<file path="src/rtl/mem_ctrl.sv">
// ---------------------------------------------------------------------------
// mem_ctrl
//
// Sole owner of the single-port, byte-wide external RAM. Two clients share it:
//   - the mem stage, whose byte accesses go straight to the RAM bus and always
//     win the bus in the cycle they are requested;
//   - the instruction-fetch stage, served by a small FSM that reads four bytes
//     (little-endian) in cycles the mem stage leaves free. A mem-stage access
//     in the middle of a fetch throws the partial word away and the fetch
//     restarts from the first byte.
//
// Optional feature (compile-time macro MEMCTRL_IO_STALL_EN):
//   Adds input io_buffer_full. A mem-stage write into IO space
//   (ma_addr_in[17:16] == 2'b11) is held off the RAM bus while the IO buffer
//   is full; the mem stage keeps ma_ce_flag high, so it simply stalls.
//
// Parameters:
//   RAM_ADDR_W  width of the external RAM byte address (upper bits dropped)
//   ADDR_W      width of CPU-side addresses
//
// Ports:
//   clk             system clock
//   rst             asynchronous, active-low reset
//   ma_addr_in      mem-stage byte address
//   ma_data_in      mem-stage write byte
//   ma_rw_flag      mem-stage direction, 1 = write, 0 = read
//   ma_ce_flag      mem-stage access request, held for the whole access
//   ma_data_out     read byte returned to the mem stage (RAM data, unregistered)
//   io_buffer_full  (MEMCTRL_IO_STALL_EN only) IO sink cannot take a write
//   if_req          fetch request, held until if_done or dropped as a flush
//   if_pc           fetch address, stable while if_req is high
//   if_done         one-cycle pulse, if_inst holds the new instruction
//   if_inst         last completely fetched instruction word
//   mem_din         RAM read data, valid one cycle after the address
//   mem_dout        RAM write data
//   mem_a           RAM byte address
//   mem_wr          RAM write enable, 1 = write
// ---------------------------------------------------------------------------
module mem_ctrl #(
    parameter int RAM_ADDR_W = 17,
    parameter int ADDR_W     = 32
) (
    input  logic                  clk,
    input  logic                  rst,
    input  logic [ADDR_W-1:0]     ma_addr_in,
    input  logic [7:0]            ma_data_in,
    input  logic                  ma_rw_flag,
    input  logic                  ma_ce_flag,
    output logic [7:0]            ma_data_out,
`ifdef MEMCTRL_IO_STALL_EN
    input  logic                  io_buffer_full,
`endif
    input  logic                  if_req,
    input  logic [ADDR_W-1:0]     if_pc,
    output logic                  if_done,
    output logic [31:0]           if_inst,
    input  logic [7:0]            mem_din,
    output logic [7:0]            mem_dout,
    output logic [RAM_ADDR_W-1:0] mem_a,
    output logic                  mem_wr
);

    typedef enum logic [1:0] {
        IDLE  = 2'd0,
        FETCH = 2'd1,
        DONE  = 2'd2
    } state_t;

    state_t             state;
    state_t             state_nxt;
    logic [2:0]         idx;
    logic [2:0]         idx_nxt;
    logic [2:0]         cap;
    logic [2:0]         cap_nxt;
    logic               pend;
    logic               pend_nxt;
    logic               cap_en;
    logic [23:0]        fetch_buf;
    logic [ADDR_W-1:0]  fetch_addr;
    logic               fetch_blocked;
    logic               io_block;
    logic               unused_addr_bits;

    // Fetch byte address is formed at full CPU width so that a PC near the
    // top of the address space wraps naturally before truncation.
    assign fetch_addr = if_pc + ADDR_W'(idx);

    // High address bits do not reach the RAM; they are intentionally ignored.
    assign unused_addr_bits = ^{ma_addr_in[ADDR_W-1:RAM_ADDR_W],
                                fetch_addr[ADDR_W-1:RAM_ADDR_W]};

    assign ma_data_out = mem_din;
    assign if_done     = (state == DONE);

`ifdef MEMCTRL_IO_STALL_EN
    logic io_hold;

    // An IO-space write is suppressed while the IO buffer is full. io_hold
    // remembers that a write was deferred so the fetch side also stays off
    // the bus until the deferred write has actually gone out.
    assign io_block = ma_ce_flag & ma_rw_flag & (ma_addr_in[17:16] == 2'b11)
                      & io_buffer_full;

    always_ff @(posedge clk or negedge rst) begin
        if (!rst) begin
            io_hold <= 1'b0;
        end else begin
            io_hold <= io_block;
        end
    end

    assign fetch_blocked = ma_ce_flag | io_hold;
`else
    assign io_block      = 1'b0;
    assign fetch_blocked = ma_ce_flag;
`endif

    // RAM bus mux: the mem stage owns the bus whenever it asks; otherwise the
    // fetch FSM drives the next byte address while it still has bytes to issue.
    always_comb begin
        mem_a    = '0;
        mem_dout = '0;
        mem_wr   = 1'b0;
        if (!rst) begin
            mem_a    = '0;
        end else if (ma_ce_flag) begin
            mem_a    = ma_addr_in[RAM_ADDR_W-1:0];
            mem_dout = ma_data_in;
            mem_wr   = ma_rw_flag & ~io_block;
        end else if (state == FETCH && idx < 3'd4) begin
            mem_a    = fetch_addr[RAM_ADDR_W-1:0];
        end
    end

    // Next-state logic. idx counts byte addresses issued in the current
    // attempt; pend marks that the byte addressed last cycle arrives on
    // mem_din now. Bytes are issued and captured strictly in order, so the
    // pending byte is always byte number cap.
    always_comb begin
        state_nxt = state;
        idx_nxt   = idx;
        cap_nxt   = cap;
        pend_nxt  = pend;
        cap_en    = 1'b0;
        case (state)
            IDLE: begin
                if (if_req && !fetch_blocked) begin
                    state_nxt = FETCH;
                    idx_nxt   = 3'd0;
                    cap_nxt   = 3'd0;
                    pend_nxt  = 1'b0;
                end
            end
            FETCH: begin
                if (!if_req) begin
                    state_nxt = IDLE;
                    idx_nxt   = 3'd0;
                    cap_nxt   = 3'd0;
                    pend_nxt  = 1'b0;
                end else if (fetch_blocked) begin
                    idx_nxt   = 3'd0;
                    cap_nxt   = 3'd0;
                    pend_nxt  = 1'b0;
                end else begin
                    if (pend) begin
                        cap_en  = 1'b1;
                        cap_nxt = cap + 3'd1;
                    end
                    if (idx < 3'd4) begin
                        idx_nxt  = idx + 3'd1;
                        pend_nxt = 1'b1;
                    end else begin
                        pend_nxt = 1'b0;
                    end
                    if (pend && cap == 3'd3) begin
                        state_nxt = DONE;
                    end
                end
            end
            DONE: begin
                state_nxt = IDLE;
                idx_nxt   = 3'd0;
                cap_nxt   = 3'd0;
                pend_nxt  = 1'b0;
            end
            default: begin
                state_nxt = IDLE;
                idx_nxt   = 3'd0;
                cap_nxt   = 3'd0;
                pend_nxt  = 1'b0;
            end
        endcase
    end

    // State and datapath registers. The first three bytes collect in a
    // staging buffer so if_inst only changes when a whole word has arrived.
    always_ff @(posedge clk or negedge rst) begin
        if (!rst) begin
            state     <= IDLE;
            idx       <= 3'd0;
            cap       <= 3'd0;
            pend      <= 1'b0;
            fetch_buf <= '0;
            if_inst   <= '0;
        end else begin
            state <= state_nxt;
            idx   <= idx_nxt;
            cap   <= cap_nxt;
            pend  <= pend_nxt;
            if (cap_en) begin
                case (cap[1:0])
                    2'd0:    fetch_buf[7:0]   <= mem_din;
                    2'd1:    fetch_buf[15:8]  <= mem_din;
                    2'd2:    fetch_buf[23:16] <= mem_din;
                    default: if_inst          <= {mem_din, fetch_buf};
                endcase
            end
        end
    end

endmodule

</file>
<file path="config.mk">
export PLATFORM = sky130hd
export DESIGN_NAME = mem_ctrl
export DESIGN_NICKNAME = d
export VERILOG_FILES = /design/src/rtl/mem_ctrl.sv
export SDC_FILE = /design/constraint.sdc
export NUM_CORES = 1
export LEC_CHECK = 0
export ABC_AREA = 1
export CAP_MARGIN = 20
export CORE_MARGIN = 2
export CORE_UTILIZATION = 46
export CTS_CLUSTER_DIAMETER = 150
export DETAILED_ROUTE_END_ITERATION = 7
export HOLD_SLACK_MARGIN = 0.06
export PLACE_DENSITY = 0.95
export SLEW_MARGIN = 30
export SYNTH_ARGS = -nofsm -noshare
export SYNTH_HDL_FRONTEND = slang
export SYNTH_SLANG_ARGS = --single-unit
</file>
<file path="constraint.sdc">
create_clock -name clk -period 2.83 [get_ports clk]
set_input_delay 0.566 -clock clk [delete_from_list [all_inputs] [get_ports clk]]
set_output_delay 0.566 -clock clk [all_outputs]
set_load 0.02 [all_outputs]
</file>
==> qor.txt <==
Total negative setup slack - 0 ns
Worst-path clk slew - 0.06 ns
Maximum clock rate - 363 MHz
Max-Cap Viols - 0
Antenna violations before repair - 1
Yosys top cell area share - 46.3%
Largest net degree at the start of global routing - 66
Top FF cell, synth - dfrtp_1
Status - completed
Placer Congestion - 0.816
Worst setup path class - input pin to primary output
Simple-gate share of the synthesized area - 27.4%
Largest family of logic cells by synthesized area - simple AND/OR/NAND/NOR gates
Top area cells in the synthesized netlist - dfrtp_1 (46%), nand2_1 (16%), o21ai_2 (6.0%), nand3_1 (5.8%), inv_1 (4.5%)
Final worst path period need - 2.76 ns
Total power - 2.52 mW
Final setup skew - 0.00598 ns
Syn_nets - 532
Ys Warns - 0
Final setup viols - 0
WL final - 10400 um
Number of synthesized flops with an enable pin - 0
Post-synthesis async set-or-reset flop share - 100%
Syn_area_per_cell - 8.03 um^2
Grt ovf - 0
Compound-Gate Fraction of Synth Area - 12.4%
Critical Path AT - 2.19 ns
Final period util - 97.4%
Detail Route Antenna Nets - 0
Root buffer cell - clkbuf_8
Post-route setup slack - 0.0737 ns
H-tree depth - 3
Mapped Area - 3510 um^2
Height of the die - 91.4 um
Mapped Cells - 437
Max Root-Sink Buffers - 2
Max Slew Vio Count - 0
Sequential share of the synthesized area - 46.3%
# hold bufs at CTS - 0
I/O Pins - 152
CTS tree - yes
Post-synthesis cell type count - 28
Die area - 8350 um^2
First-pass DRT Iterations - 5
Max Fanout on Critical Path - 2
Pleak - 2.58 nW
Rows - 31
WP data required - 2.26 ns
Cell accounting for the most synthesized area - dfrtp_1
Routed len/inst - 15.2 um
Via/cell ratio - 5.10
Layout fillers - 492
Worst slew margin - 47.1%
Core area - 7330 um^2
Mux share of post-synthesis cell area - 0%
XOR/XNOR Fraction of Synth Area - 0%
Final-report hold violation count - 0
Clk_lat worst skew - 0.34 ns
CTS Sinks - 65
Max IR drop VDD - 404 uV
Area grow syn2layout - 45.3%
Flops & latches, synth - 65
CP Launch Type - input pin
Place WS - -0.724 ns
Initial DRC count - 267
Crit. End Element - primary output
DR vias - 3477
First-pass GRT wire length - 16700 um
Final Net Count - 672
Share of layout cells above drive strength 1 - 18.2%
IO buf count - 121
Post-Synth Adder-Cell Area - 3.78%
Vias in the first global route - 3469
Die Wd - 91.4 um
Worst-margin pin slew - 0.793 ns
Inserted Clock Buffers - 9
DRC viols - 0
DPL Wire Length - 7510 um
Starting Density - 47.9%
PwrDens - 494 nW/um^2
GRT Overall Usage - 24.9%
Hold Path Class - input pin to asynchronous set/reset pin
[timing repair]
item | in CTS | in global routing
endpoints found under the setup margin | 16 | 12
pin swaps | 7 | 3
resized for setup | 62 | 21
buffers inserted | 0 | 1
[routing by layer]
layer  track usage [%]  up-vias  wire length (um)
li1                  -     1667                 -
met1              28.7     1653              3880
met2              45.0      139              5650
met3              6.14       18               628
met4              8.59        0               208
met5                 0        -                 0
[layout make-up]
cell class	instances	area, um^2	share of cell area [%]
repair buffers	152	1410	27.6
well taps	99	124	2.43
diodes	1	2.50	0.0490
clock buffers	13	149	2.92
inverters	45	170	3.33
flip-flops and latches	65	1630	31.9
clock inverters	3	40.0	0.785
multi-input cells	304	1580	31.0
[cells in the mapped netlist, types with 2 or more instances]
master,count
nor2_4,2
buf_6,6
ha_1,9
inv_1,42
nand2_1,149
nand2_2,3
o21ai_2,24
clkbuf_1,3
nor2_1,26
o21ai_0,25
buf_4,10
nand3_1,41
a21oi_1,10
nand4_1,3
nand2_4,3
dfrtp_1,65
buf_2,3
o21bai_1,3
[layout by cell type, fill, tap and decap left out, drive strengths merged, types with 3 or more instances in the layout]
cell and instances:
dfrtp 65, o21ai 50, clkbuf 16, clkinv 4
nand4 3, clkdlybuf4s50 101, inv 43, ha 9
nand2 155, nor2 28, nand3 41, o21bai 3
buf 42, dlygate4sd2 5, a21oi 10
[worst max-delay path, cell delays in order]
cell and delay [ns]:
dlygate4sd2_1 0.20, ha_2 0.17, inv_1 0.05, fa_2 0.35, inv_2 0.07, nand2_1 0.07, buf_4 0.14, a21oi_2 0.15
a21oi_1 0.08, o21ai_0 0.11, nand2_1 0.07, buf_2 0.16
[worst paths after layout]
path	end	cells past startpoint	startpoint	slack [ns]
max reg2reg	if_inst[28]	8	state[1]	0.95
max	mem_a[6]	12	if_pc[0]	0.07
min reg2reg	if_inst[8]	2	if_inst[8]	0.47
min in group clk	if_inst[8]	2	if_inst[8]	0.47
max in group asynchronous	state[1]	2	rst	1.87
min	idx[0]	2	rst	0.44
[stage by stage]
step	std cells	hold WS, ns	instance area, um^2	util [%]
floorplan	437	0.270	3510	-
global placement	664	0.452	4910	66.9
detailed placement	664	0.458	4910	66.9
CTS	680	0.457	5090	69.5
global route	682	0.505	5100	69.6
finish	682	0.443	5100	69.6
[sequential cells by signal (all words and copies together), names as in the netlist]
| signal | flops |
|---|---|
| cap | 3 |
| pend | 1 |
| fetch_buf | 24 |
| state | 2 |
| if_inst | 32 |
| idx | 3 |
[cells by family (layout without fill, tap and decap cells)]
kind of cell | Yosys count | after routing
flip-flops | 65 | 65
AO/OA/AOI/OAI | 66 | 66
other | 0 | 1
buffers and inverters | 68 | 213
adder cells (fa/ha/maj) | 10 | 10
AND/OR/NAND/NOR | 228 | 228
[report_power, final]
group / switching, mW / total (mW) / leakage [nW] / internal [mW]
logic: 0.355 / 0.628 / 1.59 / 0.273
registers: 0.0837 / 1.13 / 0.893 / 1.05
clock network: 0.330 / 0.759 / 0.0974 / 0.429
Note: power is estimated with default switching activity, not from simulation.
